### src/rtl/operand_sequencer_pkg.sv
// Shared definitions for the operand sequencer and its companion blocks.
package operand_sequencer_pkg;

  localparam int unsigned DEF_WIDTH     = 4;
  localparam int unsigned DEF_CNT_WIDTH = 4;

  typedef enum logic [1:0] {
    S_IDLE_A = 2'd0,
    S_WAIT_B = 2'd1,
    S_CALC   = 2'd2,
    S_DONE   = 2'd3
  } state_t;

endpackage

### src/rtl/operand_sequencer_if.sv
// Operand sequencer bus: user controls, adder hookup and display outputs.
interface operand_sequencer_if
  import operand_sequencer_pkg::*;
#(
  parameter int unsigned WIDTH     = DEF_WIDTH,
  parameter int unsigned CNT_WIDTH = DEF_CNT_WIDTH
);

  logic [WIDTH-1:0]     data_in;
  logic                 load;
  logic                 acc_mode;
  logic                 clear;
  logic [WIDTH-1:0]     a_out;
  logic [WIDTH-1:0]     b_out;
  logic [WIDTH-1:0]     sum_in;
  logic                 cout_in;
  logic [WIDTH-1:0]     result;
  logic                 carry;
  logic                 done;
  logic [1:0]           state_out;
  logic [CNT_WIDTH-1:0] carry_cnt;

  // Environment side: drives controls and the adder return path.
  modport master (
    output data_in, load, acc_mode, clear, sum_in, cout_in,
    input  a_out, b_out, result, carry, done, state_out, carry_cnt
  );

  // Sequencer side.
  modport slave (
    input  data_in, load, acc_mode, clear, sum_in, cout_in,
    output a_out, b_out, result, carry, done, state_out, carry_cnt
  );

endinterface

### src/rtl/operand_sequencer_rising_edge_detect.sv
// One-cycle pulse on each rising edge of a level input (button front end).
module rising_edge_detect (
  input  logic clk,
  input  logic reset,
  input  logic in,
  output logic pulse
);

  logic in_q;

  // Previous-cycle copy of the input; cleared by reset so a level already
  // high at release is seen as an edge on the first clock.
  always_ff @(posedge clk or posedge reset) begin
    if (reset) in_q <= 1'b0;
    else       in_q <= in;
  end

  assign pulse = in & ~in_q;

endmodule

### src/rtl/operand_sequencer.sv
// Captures two operands for the external adder, registers its result and
// counts carry-outs (saturating). Accumulate mode feeds the result back as A.
module operand_sequencer
  import operand_sequencer_pkg::*;
#(
  parameter int unsigned WIDTH     = DEF_WIDTH,
  parameter int unsigned CNT_WIDTH = DEF_CNT_WIDTH
) (
  input  logic                clk,
  input  logic                reset,
  operand_sequencer_if.slave  bus
);

  state_t               state_q, state_d;
  logic [WIDTH-1:0]     a_q, a_d;
  logic [WIDTH-1:0]     b_q, b_d;
  logic [WIDTH-1:0]     result_q, result_d;
  logic                 carry_q, carry_d;
  logic [CNT_WIDTH-1:0] cnt_q, cnt_d;
  logic                 ld_edge;

  rising_edge_detect u_load_edge (
    .clk   (clk),
    .reset (reset),
    .in    (bus.load),
    .pulse (ld_edge)
  );

  // State and datapath registers.
  always_ff @(posedge clk or posedge reset) begin
    if (reset) begin
      state_q  <= S_IDLE_A;
      a_q      <= '0;
      b_q      <= '0;
      result_q <= '0;
      carry_q  <= 1'b0;
      cnt_q    <= '0;
    end else begin
      state_q  <= state_d;
      a_q      <= a_d;
      b_q      <= b_d;
      result_q <= result_d;
      carry_q  <= carry_d;
      cnt_q    <= cnt_d;
    end
  end

  // Next state and register updates; clear overrides any load edge.
  always_comb begin
    state_d  = state_q;
    a_d      = a_q;
    b_d      = b_q;
    result_d = result_q;
    carry_d  = carry_q;
    cnt_d    = cnt_q;
    if (bus.clear) begin
      state_d  = S_IDLE_A;
      a_d      = '0;
      b_d      = '0;
      result_d = '0;
      carry_d  = 1'b0;
      cnt_d    = '0;
    end else begin
      unique case (state_q)
        S_IDLE_A: begin
          if (ld_edge) begin
            a_d     = bus.data_in;
            state_d = S_WAIT_B;
          end
        end
        S_WAIT_B: begin
          if (ld_edge) begin
            b_d     = bus.data_in;
            state_d = S_CALC;
          end
        end
        S_CALC: begin
          result_d = bus.sum_in;
          carry_d  = bus.cout_in;
          if (bus.cout_in && (cnt_q != '1)) cnt_d = cnt_q + CNT_WIDTH'(1);
          state_d  = S_DONE;
        end
        S_DONE: begin
          if (ld_edge) begin
            if (bus.acc_mode) begin
              a_d     = result_q;
              b_d     = bus.data_in;
              state_d = S_CALC;
            end else begin
              a_d     = bus.data_in;
              state_d = S_WAIT_B;
            end
          end
        end
        default: state_d = S_IDLE_A;
      endcase
    end
  end

  // Status outputs decoded from the current state.
  always_comb begin
    bus.done      = (state_q == S_DONE);
    bus.state_out = state_q;
  end

  assign bus.a_out     = a_q;
  assign bus.b_out     = b_q;
  assign bus.result    = result_q;
  assign bus.carry     = carry_q;
  assign bus.carry_cnt = cnt_q;

endmodule

### src/flat_wrapper.sv
// flat-port wrapper written by rule: the top's interface ports become plain ports
module operand_sequencer_flat import operand_sequencer_pkg::*;
#(
  parameter int unsigned WIDTH     = DEF_WIDTH,
  parameter int unsigned CNT_WIDTH = DEF_CNT_WIDTH
)
  (clk, reset, bus_data_in, bus_load, bus_acc_mode, bus_clear, bus_sum_in, bus_cout_in, bus_a_out, bus_b_out, bus_result, bus_carry, bus_done, bus_state_out, bus_carry_cnt);
  operand_sequencer_if #(.WIDTH(WIDTH), .CNT_WIDTH(CNT_WIDTH)) bus_i ();
  input  logic clk;
  input  logic reset;
  input wire logic [$bits(bus_i.data_in)-1:0] bus_data_in;
  input wire logic [$bits(bus_i.load)-1:0] bus_load;
  input wire logic [$bits(bus_i.acc_mode)-1:0] bus_acc_mode;
  input wire logic [$bits(bus_i.clear)-1:0] bus_clear;
  input wire logic [$bits(bus_i.sum_in)-1:0] bus_sum_in;
  input wire logic [$bits(bus_i.cout_in)-1:0] bus_cout_in;
  output wire logic [$bits(bus_i.a_out)-1:0] bus_a_out;
  output wire logic [$bits(bus_i.b_out)-1:0] bus_b_out;
  output wire logic [$bits(bus_i.result)-1:0] bus_result;
  output wire logic [$bits(bus_i.carry)-1:0] bus_carry;
  output wire logic [$bits(bus_i.done)-1:0] bus_done;
  output wire logic [$bits(bus_i.state_out)-1:0] bus_state_out;
  output wire logic [$bits(bus_i.carry_cnt)-1:0] bus_carry_cnt;
  assign bus_i.data_in = bus_data_in;
  assign bus_i.load = bus_load;
  assign bus_i.acc_mode = bus_acc_mode;
  assign bus_i.clear = bus_clear;
  assign bus_i.sum_in = bus_sum_in;
  assign bus_i.cout_in = bus_cout_in;
  assign bus_a_out = bus_i.a_out;
  assign bus_b_out = bus_i.b_out;
  assign bus_result = bus_i.result;
  assign bus_carry = bus_i.carry;
  assign bus_done = bus_i.done;
  assign bus_state_out = bus_i.state_out;
  assign bus_carry_cnt = bus_i.carry_cnt;
  operand_sequencer #(.WIDTH(WIDTH), .CNT_WIDTH(CNT_WIDTH)) u_core (.clk(clk), .reset(reset), .bus(bus_i));
endmodule
### config.mk
export PLATFORM = sky130hd
export DESIGN_NAME = operand_sequencer_flat
export DESIGN_NICKNAME = d
export VERILOG_FILES = /design/src/rtl/operand_sequencer_pkg.sv /design/src/rtl/operand_sequencer_if.sv /design/src/rtl/operand_sequencer_rising_edge_detect.sv /design/src/rtl/operand_sequencer.sv /design/src/flat_wrapper.sv
export SDC_FILE = /design/constraint.sdc
export NUM_CORES = 1
export LEC_CHECK = 0
export BUFFER_PORTS_ARGS = -buffer_cell sky130_fd_sc_hd__buf_2
export CAP_MARGIN = 30
export CORE_MARGIN = 5
export CORE_UTILIZATION = 30
export CTS_CLUSTER_DIAMETER = 50
export CTS_CLUSTER_SIZE = 16
export DETAILED_ROUTE_END_ITERATION = 10
export PLACE_DENSITY_LB_ADDON = 0.08
export SLEW_MARGIN = 20
export SYNTH_ARGS = -nofsm -noshare
export SYNTH_HDL_FRONTEND = slang
export SYNTH_SLANG_ARGS = --single-unit
export TNS_END_PERCENT = 5
### constraint.sdc
create_clock -name clk -period 2.8 [get_ports clk]
set_input_delay 0.42 -clock clk [delete_from_list [all_inputs] [get_ports clk]]
set_output_delay 0.42 -clock clk [all_outputs]
set_load 0.005 [all_outputs]
# Word-level counts from Yosys, hierarchy flattened
# Cells that the tools add are included.
[classes] bitwise=2 multipliers=0 div_mod_pow=0 shifts=0 addsub=1 n_reduce_logical=10 muxes=22 n_eq_ne=8 magnitude_cmp=0
[ops] op="$mux 4" n=12
[ops] op="$pmux 4 s2" n=2
[ops] op="$mux 2" n=5
[ops] op="$ne 3x2->1 const B" n=3
[ops] op="$pmux 2 s4" n=1
[ops] op="$reduce_and 3->1" n=2
[ops] op="$reduce_bool 3->1" n=2
[ops] op="$add 4x1->4 const B" n=1
[ops] op="$eq 2x2->1 const B" n=2
[ops] op="$ne 4x4->1 const B" n=1
[ops] op="$reduce_and 4->1" n=1
[ops] op="$reduce_bool 2->1" n=2
[ops] op="$ne 3x3->1 const B" n=1
[ops] op="$eq 2x1->1 const B" n=1
[ops] op="$logic_not 2->1" n=1
[ops] op="$mux 1" n=2
[ops] op="$reduce_and 2->1" n=1
[ops] op="$and 1x1->1" n=1
[ops] op="$logic_and 1x1->1" n=1
[ops] op="$not 1->1" n=1
[totals] ramBits=0 rom_bits=0 latchBits=0 n_memories=0 input_bits=14 output_inout_bits=20 reg_bits=20 word_cells=50

# Depth between registers and ports, before layout
# Gate-level depths: netlist of the first run.
[depth] depth_word=5 ltp_mapped=5 depth_no_buf=4

# Cells and area by module
# From an unflattened synthesis of the first run, not the netlist that was laid out.
[hier_totals] cells_unflattened=94 hier_area_um2=1009.7
[modules_own_cells] mod="operand_sequencer" cells_each=91 area_per_inst_um2=967.2 n_inst=1 seq_area_each_um2=475.5
[modules_own_cells] mod="rising_edge_detect" cells_each=3 area_per_inst_um2=42.5 n_inst=1 seq_area_each_um2=25.0

# Least setup slack after synthesis of the first run
# OpenSTA, ideal clock, no wires.
[synth_timing] kind="input to register" start="in bus_load" end="reg u_core.b_q[0], in the netlist u_core.bus.b_out[0]" setup_time_ns=0.125 path_buffers=1 required_time_ns=2.675 setup_slack_ns=1.435 t_arrival_ns=1.240 stages=4 cell_sequence="nor2b_1 buf_2 a31oi_4 mux2_2"
[synth_between] elab_chain_len=3 elab_cells_between_ends=4 cone_classes="eq/ne (2); bitwise (1); reduce/logical (1)"
[synth_lines] element="start, declared" line_no="flat_wrapper.sv:12" text="input wire logic [$bits(bus_i.load)-1:0] bus_load;"
[synth_lines] element="$and 1x1->1 *" line_no="operand_sequencer_rising_edge_detect.sv:18" text="assign pulse = in & ~in_q;"
[synth_lines] element="$ne 3x2->1 (no source line)"
[synth_lines] element="$reduce_and 4->1 (no source line) *"
[synth_lines] element="end signal, assigned" line_no="operand_sequencer.sv:34" text="b_q <= '0;"
[synth_lines] element="end signal, assigned" line_no="operand_sequencer.sv:41" text="b_q <= b_d;"
[synth_lines] element="end, declared" line_no="operand_sequencer.sv:16" text="logic [WIDTH-1:0] b_q, b_d;"
# Mark *: on every way between the ends. The rest lies on a longest branch, timed or not.
# A chain may end at the register's enable or synchronous reset.

# Worst setup path in the final report of the first run
[layout_timing] start="reg u_core.u_load_edge.in_q" end="reg u_core.b_q[3], in the netlist u_core.bus.b_out[3]"
[layout_between] elab_chain_len=4 elab_cells_between_ends=5 cone_classes="eq/ne (2); bitwise (2); reduce/logical (1)"
[layout_lines] element="start, declared" line_no="operand_sequencer_rising_edge_detect.sv:9" text="logic in_q;"
[layout_lines] element="start signal, assigned" line_no="operand_sequencer_rising_edge_detect.sv:15" text="else in_q <= in;"
[layout_lines] element="$not 1->1 *" line_no="operand_sequencer_rising_edge_detect.sv:18"
[layout_lines] element="$and 1x1->1 *" line_no="operand_sequencer_rising_edge_detect.sv:18"
[layout_lines] element="$ne 3x2->1 (no source line)"
[layout_lines] element="$reduce_and 4->1 (no source line) *"
# Marks and branches as above.

==> results of run 1 <==
[area by class of cell]
type	count	area [µm²]	share of cell area (%)
tap	44	55.1	4.63
inverter	2	7.51	0.632
clock buffer	3	22.5	1.89
sequential	20	500	42.1
timing repair buffer	33	165	13.9
multi-input combinational	58	438	36.8
[Yosys cell counts, drive strengths merged]
cell type	number	area (µm²)
a31oi	1	21.3
nor2b	6	37.5
or3	3	18.8
buf	5	33.8
a21oi	10	50.1
mux2i	8	80.1
and2	2	12.5
clkbuf	1	3.75
nand2b	2	12.5
ha	1	12.5
a211oi	4	30.0
inv	2	7.51
and3	1	6.26
o31ai	2	15.0
mux2	4	45.0
a21bo	1	10.0
o31a	1	8.76
o21ai	2	10.0
nor2	4	15.0
nand3	3	15.0
xnor2	1	8.76
nand3b	1	20.0
dfrtp	20	500
or3b	1	8.76
[per-layer routing]
| metal | up-vias | wire [µm] | GRT usage (%) |
|---|---|---|---|
| met5 | - | 0 | 0 |
| met1 | 332 | 1030 | 13.6 |
| met4 | 0 | 12 | 1.52 |
| li1 | 364 | - | - |
| met3 | 2 | 171 | 4.83 |
| met2 | 26 | 916 | 14.6 |
[logic make-up (layout without fill, tap and decap cells)]
kind of cell	after synthesis	in the layout	share of synthesized area (%)
flip-flops	20	20	50.9
multiplexers	12	12	12.7
buffers and inverters	8	38	4.58
AO/OA/AOI/OAI	21	21	14.8
AND/OR/NAND/NOR	23	23	14.9
XOR/XNOR	1	1	0.891
adder cells (fa/ha/maj)	1	1	1.27
[stage by stage]
stage	setup slack (ps)	instance area (µm²)	util [%]	power (mW)
final	1250	1190	38.3	0.518
after global routing	1150	1190	38.3	0.548
after CTS	1230	1190	38.3	0.527
after detailed placement	1070	1170	37.6	0.395
after global placement	1090	1170	37.6	0.395
after floorplan	1440	983	-	0.365
[power breakdown]
part	total (mW)	switching, mW	internal [mW]
logic	0.0722	0.0366	0.0357
registers	0.314	0.0117	0.303
clock network	0.131	0.0814	0.0500
[state kept, by name (all words and copies together), names as in the netlist]
name                     flops
u_core.bus.b_out             4
u_core.bus.state_out         2
u_core.bus.carry_cnt         4
u_core.bus.carry             1
u_core.bus.a_out             4
u_core.u_load_edge.in_q      1
u_core.bus.result            4
[path summary, 6_finish.rpt]
path                                                 to  slack, ps                    start
min in group clk                u_core.u_load_edge.in_q        240                 bus_load
worst max-delay path                u_core.bus.b_out[3]       1250  u_core.u_load_edge.in_q
worst min-delay path            u_core.bus.carry_cnt[1]        240                    reset
worst max register to register      u_core.bus.b_out[3]       1250  u_core.u_load_edge.in_q
max in group asynchronous           u_core.bus.a_out[2]       2070                    reset
worst min register to register      u_core.bus.b_out[0]        520      u_core.bus.b_out[0]
==> key figures, run 1 <==
Worst setup path
  – Max incr delay on CP: 530 ps
  – Worst path bufs/invs: 0
  – Arrival @ worst endpoint: 1740 ps
  – Critical Path RT: 2980 ps
  – Critical path peak fanout: 9
  – Worst setup EP type: flip-flop
  – CP Cell Sequence: nor2b_1 -> a31oi_4 -> mux2_2
  – Slowest-stage cell, CP: nor2b_1
  – CP Depth: 3
  – Worst reg2reg path depth: 3
  – Delay-heaviest family, CP: simple AND/OR/NAND/NOR gates
  – Crit start category: flip-flop
  – Kind of critical path: reg -> reg

Timing
  – Worst slew margin: 48.8%
  – Minimum clock period: 1550 ps
  – Slew Limit Fails: 0
  – Max Fclk: 0.644 GHz
  – Worst-margin pin slew: 768 ps
  – Count of final setup violators: 0
  – Total negative slack: 0 ps
  – Skew final: 4.82 ps
  – WHS: 241 ps
  – Final hold vios: 0
  – Unrepaired setup endpoints after global routing: false
  – Final period util: 55.5%

Yosys
  – Unique masters post-synth: 26
  – Avg Synthesized Cell Area: 11.4 µm²
  – Synth Cell Area: 983 µm²
  – Post-synthesis sequential area ratio: 50.9%
  – Yosys warns: 0
  – Synth Register Bits: 20
  – Gate Count Post-Synth: 86
  – Syn Nets: 101

Min path
  – Hold/Removal Path Class: in -> async

Global routing
  – Largest net degree at the start of global routing: 21
  – Global-route usage over all layers: 10.0%
  – Grt ovf: 0
  – Vias in the first global route: 736
  – Initial antenna violation count: 0
  – Global-route wire length before repair: 3.42 mm

Finish
  – Final cell count without fillers: 160
  – Filler cells: 340
  – Syn-to-layout area delta: 20.9%
  – Nets@finish: 133
  – Layout cell share with drive strength beyond 1: 37.1%
  – Most common cell after layout, fill and taps aside: buf_2
  – Diodes inserted: 0
  – Leading cell types in the layout, fill and taps excluded: buf_2, dfrtp_1, a21oi_1, mux2i_1, nor2b_1

Placement
  – Placed cells: 157
  – Routability Congestion: 0.713
  – Port bufs: 33
  – Hpwl dp: 1.61 mm

Clock tree
  – Hold_buf cts: 0
  – CTS tree: built
  – Clock-pin slew of the registers on the worst-case setup and hold paths: 110 ps
  – H-tree levels: 1
  – Clock sinks: 20
  – Skew-Pair Late Insertion Delay: 290 ps
  – Total CTS buffers: 3
  – Post-CTS Setup Bufs: 0
  – Longest Clk Path Bufs: 2
  – Root buffer cell: clkbuf_4
  – Resize count post-CTS: 0

Status
  – Outcome: complete, no violations

Die
  – Die width: 67.3 µm
  – Area of the core: 3100 µm²
  – # IOs: 34
  – Die Span Y: 67.3 µm
  – Initial Util: 31.7%
  – Die ar.: 4520 µm²
  – Row cnt: 20

Detailed routing
  – Routed WL: 2.13 mm
  – Vias: 724
  – ANT nets after route: 0
  – DRT iter0 DRCs: 12
  – Router iterations before antenna repair: 4
  – Drt via density: 4.53
  – DRC: 0
  – Routed WL per cell: 13.3 µm

Power and ir drop
  – Leak pwr: 0.609 nW
  – Pwr Density: 436 nW/µm²
  – Maximum VDD drop: 0.242 mV

Run
  – Max Cap Violations: 0
No activity file was read; power rests on OpenSTA's default activity.
==> run 2, diff against run 1 <==
Clock period 2.8 ns to 1.5 ns, I/O delays scaled along.
==> run 2 against run 1 <==
  * Worst setup slack got worse by 1200 ps
  * Clock-buffer cell count unchanged
  * Non-clock buffer count increased by 7
  * Sequential power increased by 87%
  * Hold slack got worse by 67 ps
  * Register-to-register slack got worse by 1200 ps
  * Combinational power increased by 110%
  * Die area unchanged
  * Largest power group unchanged
  * Core utilization increased by 1.9 points
  * Routed wire length increased by 10%
==> key figures, run 2 (same netlist as run 1, synthesis figures left out) <==
Detailed routing
  – ANT nets after route: 0
  – Router iterations before antenna repair: 4
  – Drt via density: 4.60
  – Routed WL: 2.35 mm
  – DRC: 0
  – Routed WL per cell: 14.1 µm
  – DRT iter0 DRCs: 33
  – Vias: 769

Worst setup path
  – Critical Path RT: 1730 ps
  – Crit start category: flip-flop
  – Worst setup EP type: flip-flop
  – Critical path peak fanout: 5
  – Kind of critical path: reg -> reg
  – Arrival @ worst endpoint: 1650 ps

Clock tree
  – CTS tree: built
  – Clock-pin slew of the registers on the worst-case setup and hold paths: 110 ps
  – Skew-Pair Late Insertion Delay: 290 ps
  – Longest Clk Path Bufs: 2
  – Root buffer cell: clkbuf_4
  – Clock sinks: 20
  – H-tree levels: 1
  – Total CTS buffers: 3
  – Post-CTS Setup Bufs: 0

Global routing
  – Initial antenna violation count: 0
  – Global-route wire length before repair: 3.83 mm
  – Vias in the first global route: 790
  – Grt ovf: 0
  – Global-route usage over all layers: 11.3%
  – Largest net degree at the start of global routing: 21

Placement
  – Routability Congestion: 0.706
  – Area after DPL: 1200 µm²
  – Hpwl dp: 1.76 mm
  – Placed cells: 162
  – Port bufs: 33

Timing
  – Final hold vios: 0
  – Minimum clock period: 1420 ps
  – Worst-margin pin slew: 372 ps
  – WHS: 173 ps
  – Unrepaired setup endpoints after global routing: false
  – Slew Limit Fails: 0
  – Total negative slack: 0 ps
  – Worst slew margin: 75.0%
  – Count of final setup violators: 0
  – Skew final: 8.43 ps
  – Max Fclk: 0.703 GHz
  – Final period util: 94.8%

Power and ir drop
  – Leak pwr: 0.640 nW
  – Clock power frac: 25.4%
  – Seq pwr share: 59.3%
  – Pwr Density: 792 nW/µm²
  – Internal power: 0.736 mW
  – Switch Pwr: 0.253 mW
  – Maximum VDD drop: 0.251 mV
  – Switching share of total power: 25.6%
  – Part of the power in combinational logic: 15.3%

Finish
  – Most common cell after layout, fill and taps aside: buf_2
  – Layout cell share with drive strength beyond 1: 40.7%
  – Final core utilization: 40.2%
  – Leading cell types in the layout, fill and taps excluded: buf_2, dfrtp_1, a21oi_1, mux2i_1, nor2b_1
  – Syn-to-layout area delta: 27.0%
  – Nets@finish: 140
  – Final Instance Area: 1250 µm²
  – Diodes inserted: 0
  – Final cell count without fillers: 167

Die
  – Row cnt: 20
  – Area of the core: 3100 µm²
  – Initial Util: 31.7%
  – # IOs: 34
  – Die width: 67.3 µm
  – Die Span Y: 67.3 µm
  – Die ar.: 4520 µm²

Run
  – Max Cap Violations: 0

Status
  – Outcome: complete, no violations

Min path
  – Hold/Removal Path Class: in -> reg
==> run 2: changes by cell type in the layout (fill, tap and decap cells not counted), sizes merged <==
cell and delta:
dlygate4sd3 +2, buf +5
==> run 2: power groups by stage <==
stage	clock network, mW	registers [mW]	logic (mW)
floorplan	0	0.591	0.0910
global placement	0	0.595	0.151
detailed placement	0	0.597	0.150
CTS	0.271	0.586	0.153
global route	0.301	0.592	0.170
finish	0.251	0.587	0.152
==> run 2: path summary, 6_finish.rpt <==
check	from	endpoint	slack, ps	cells after the start
max	u_core.bus.carry_cnt[0]	u_core.bus.carry_cnt[1]	80	4
min	bus_sum_in[1]	u_core.bus.result[1]	170	3
max reg2reg	u_core.bus.carry_cnt[0]	u_core.bus.carry_cnt[1]	80	4
min reg2reg	u_core.bus.b_out[2]	u_core.bus.b_out[2]	510	1
max in group asynchronous	reset	u_core.bus.state_out[1]	790	4
min in group asynchronous	reset	u_core.bus.carry	480	4
==> run 2: final cells by class <==
class / instances / area, µm²
well taps: 44 / 55.1
fillers: 333 / 1850
inverters: 2 / 7.51
flip-flops and latches: 20 / 503
clock buffers: 3 / 22.5
multi-input cells: 58 / 438
repair buffers: 40 / 223
==> run 2: critical path: stages, from the launching register on <==
cell and delay, ps:
dfrtp_1 430, ha_1 220, and3_1 220, or3b_1 370
a21oi_1 120
==> run 2: layer usage <==
layer / routed length, µm / GRT usage, % / part of all wire, % / vias up
met1: 1150 / 16.1 / 49 / 359
li1: - / - / - / 387
met3: 162 / 3.16 / 6.9 / 2
met5: 0 / 0 / 0 / -
met4: 13 / 3.80 / 0.55 / 0
met2: 1030 / 16.3 / 44 / 21
==> run 2: what timing repair did <==
item	CTS	global route
hold buffers	1	1
gates resized for setup	0	2
endpoints found under the setup margin	0	7
endpoints found under the hold margin	20	1
==> run 2: per-stage QoR <==
| step | setup WS, ps | power, mW |
|---|---|---|
| final | 77.8 | 0.989 |
| after global routing | 1.05 | 1.06 |
| after CTS | 75.3 | 1.01 |
| after detailed placement | 86.3 | 0.747 |
| after global placement | 127 | 0.746 |
| after floorplan | 140 | 0.682 |
==> run 3, diff against run 2 <==
Settings changed: ABC_CLOCK_PERIOD_IN_PS set to 1200, CORE_UTILIZATION 30 to 43.
Clock period 1.5 ns to 1.2 ns, I/O delays scaled along.
==> run 3 against run 2 <==
  * The run now ends with setup timing left
  * Total power grew 36%
  * Cell count decreased by 4.2%
  * Clock skew down 4.7 ps
  * Global-route usage rose by 3.1 points
  * Worst setup slack lost 230 ps
  * Sequential share of layout area fell by 2.9 points
  * Sequential cell count is the same
  * Via count rose by 4.6%
  * Core utilization grew 21 points
  * Clock power increased by 55%
  * Clock-buffer cell count up 1
  * Critical endpoint is now bus_done
  * Largest cell class unchanged
==> key figures, run 3 (same netlist as run 1, synthesis figures left out) <==
Detailed routing
  – Drt via density: 5.03
  – Router iterations before antenna repair: 5
  – DRC: 0
  – Routed WL: 2.18 mm
  – DRT iter0 DRCs: 9
  – Routed WL per cell: 13.6 µm
  – Vias: 804
  – ANT nets after route: 0

Timing
  – Skew final: 3.72 ps
  – Worst slew margin: 81.4%
  – Max Fclk: 0.740 GHz
  – Worst-margin pin slew: 277 ps
  – Total negative slack: -893 ps
  – Slew Limit Fails: 0
  – Unrepaired setup endpoints after global routing: true
  – Final period util: 113%
  – Count of final setup violators: 14
  – Minimum clock period: 1350 ps
  – Setup ws final: -151 ps
  – Final hold vios: 0

Global routing
  – Grt ovf: 0
  – Initial antenna violation count: 0
  – Global-route wire length before repair: 3.81 mm
  – Largest net degree at the start of global routing: 21
  – Global-route usage over all layers: 14.4%
  – Vias in the first global route: 856

Clock tree
  – Longest Clk Path Bufs: 2
  – Clock sinks: 20
  – CTS tree: built
  – Clock-pin slew of the registers on the worst-case setup and hold paths: 110 ps
  – Total CTS buffers: 3
  – Skew-Pair Late Insertion Delay: 300 ps
  – Root buffer cell: clkbuf_4
  – H-tree levels: 1

Min path
  – Hold/Removal Path Class: in -> reg
  – Hold_sp: bus_sum_in[3]

Worst setup path
  – Reg-to-reg startpoint: u_core.bus.carry_cnt[0]
  – Kind of critical path: reg -> out
  – CP Launch Point: u_core.bus.state_out[0]
  – Max incr delay on CP: 500 ps
  – Crit start category: flip-flop
  – Critical path peak fanout: 7
  – Arrival @ worst endpoint: 1170 ps
  – Slowest-stage cell, CP: dfrtp_2
  – Critical Path RT: 1020 ps
  – FF-to-FF setup slack: -120 ps
  – CP Cell Sequence: buf_6 -> and2_1 -> buf_2
  – Worst setup EP type: primary output

Power and ir drop
  – Pwr Density: 998 nW/µm²
  – Maximum VDD drop: 0.767 mV
  – Power Total: 1.34 mW
  – Leak pwr: 0.691 nW

Die
  – # IOs: 34
  – Row cnt: 17
  – Initial Util: 44.9%
  – Die width: 57.8 µm
  – Die ar.: 3340 µm²
  – Die Span Y: 57.8 µm
  – Area of the core: 2190 µm²

Finish
  – Most common cell after layout, fill and taps aside: buf_2
  – Final core utilization: 61.5%
  – Syn-to-layout area delta: 36.9%
  – Final cell count without fillers: 160
  – Register area: 503 µm²
  – Filler cells: 196
  – Diodes inserted: 0
  – Multi-input logic area: 474 µm²
  – Layout cell share with drive strength beyond 1: 50.8%
  – Leading cell types in the layout, fill and taps excluded: buf_2, dfrtp_1, buf_4, mux2i_1, a21oi_1
  – Nets@finish: 148

Status
  – Outcome: finished with violations
  – Failing checks: setup timing

Placement
  – Routability Congestion: 0.723
  – Pre-CTS setup slack: -125 ps
  – Hpwl dp: 1.65 mm
  – Placed cells: 152
  – Port bufs: 33

Run
  – Max Cap Violations: 0
==> run 3: changes by cell type in the layout (fill, tap and decap cells not counted), sizes merged <==
cell    delta
buf        +8
clkbuf     +1
==> run 3: path summary, 6_finish.rpt <==
path | endpoint | cells after the start
worst max-delay path | bus_done | 3
max in group asynchronous | u_core.bus.state_out[1] | 4
min in group asynchronous | u_core.bus.a_out[2] | 4
worst min register to register | u_core.bus.b_out[1] | 1
worst min-delay path | u_core.bus.result[3] | 3
worst max register to register | u_core.bus.carry_cnt[1] | 4
==> run 3: power breakdown <==
part	leakage, nW	internal (mW)	total (mW)	switching, mW
registers	0.266	0.707	0.733	0.0261
clock network	0.0210	0.185	0.390	0.205
logic	0.404	0.122	0.221	0.0993
==> run 3: routing by layer <==
layer  GRT usage [%]  wire length [µm]  up-vias
met5               0                 0        -
met4            3.97                12        0
met3            2.45               121        2
met2            23.2              1040       19
met1            19.8              1010      380
li1                -                 -      403
==> run 3: final cells by class <==
cell class | count | share of cell area (%)
timing repair buffer | 48 | 21.6
multi-input combinational | 58 | 35.2
clock buffer | 4 | 2.70
inverter | 2 | 0.558
tap | 28 | 2.60
sequential | 20 | 37.4
==> run 3: metrics by stage <==
step                hold WS, ps  instance area (µm²)
global route                131                 1350
floorplan                   144                  991
finish                      120                 1350
detailed placement          217                 1240
global placement            217                 1240
CTS                         116                 1320
==> run 3: timing repair <==
action | CTS | global route
hold buffers | 2 | 0
hold endpoints to repair | 21 | 0
pin swaps | 7 | 0
gates resized for setup | 4 | 7
setup endpoints to repair | 15 | 21
buffers inserted | 2 | 0
==> run 3: worst max-delay path, delay by kind of cell, from the launching register on <==
family,cells,cell delay [ps]
buffers and inverters,2,260
flip-flops,1,500
AND/OR/NAND/NOR,1,120
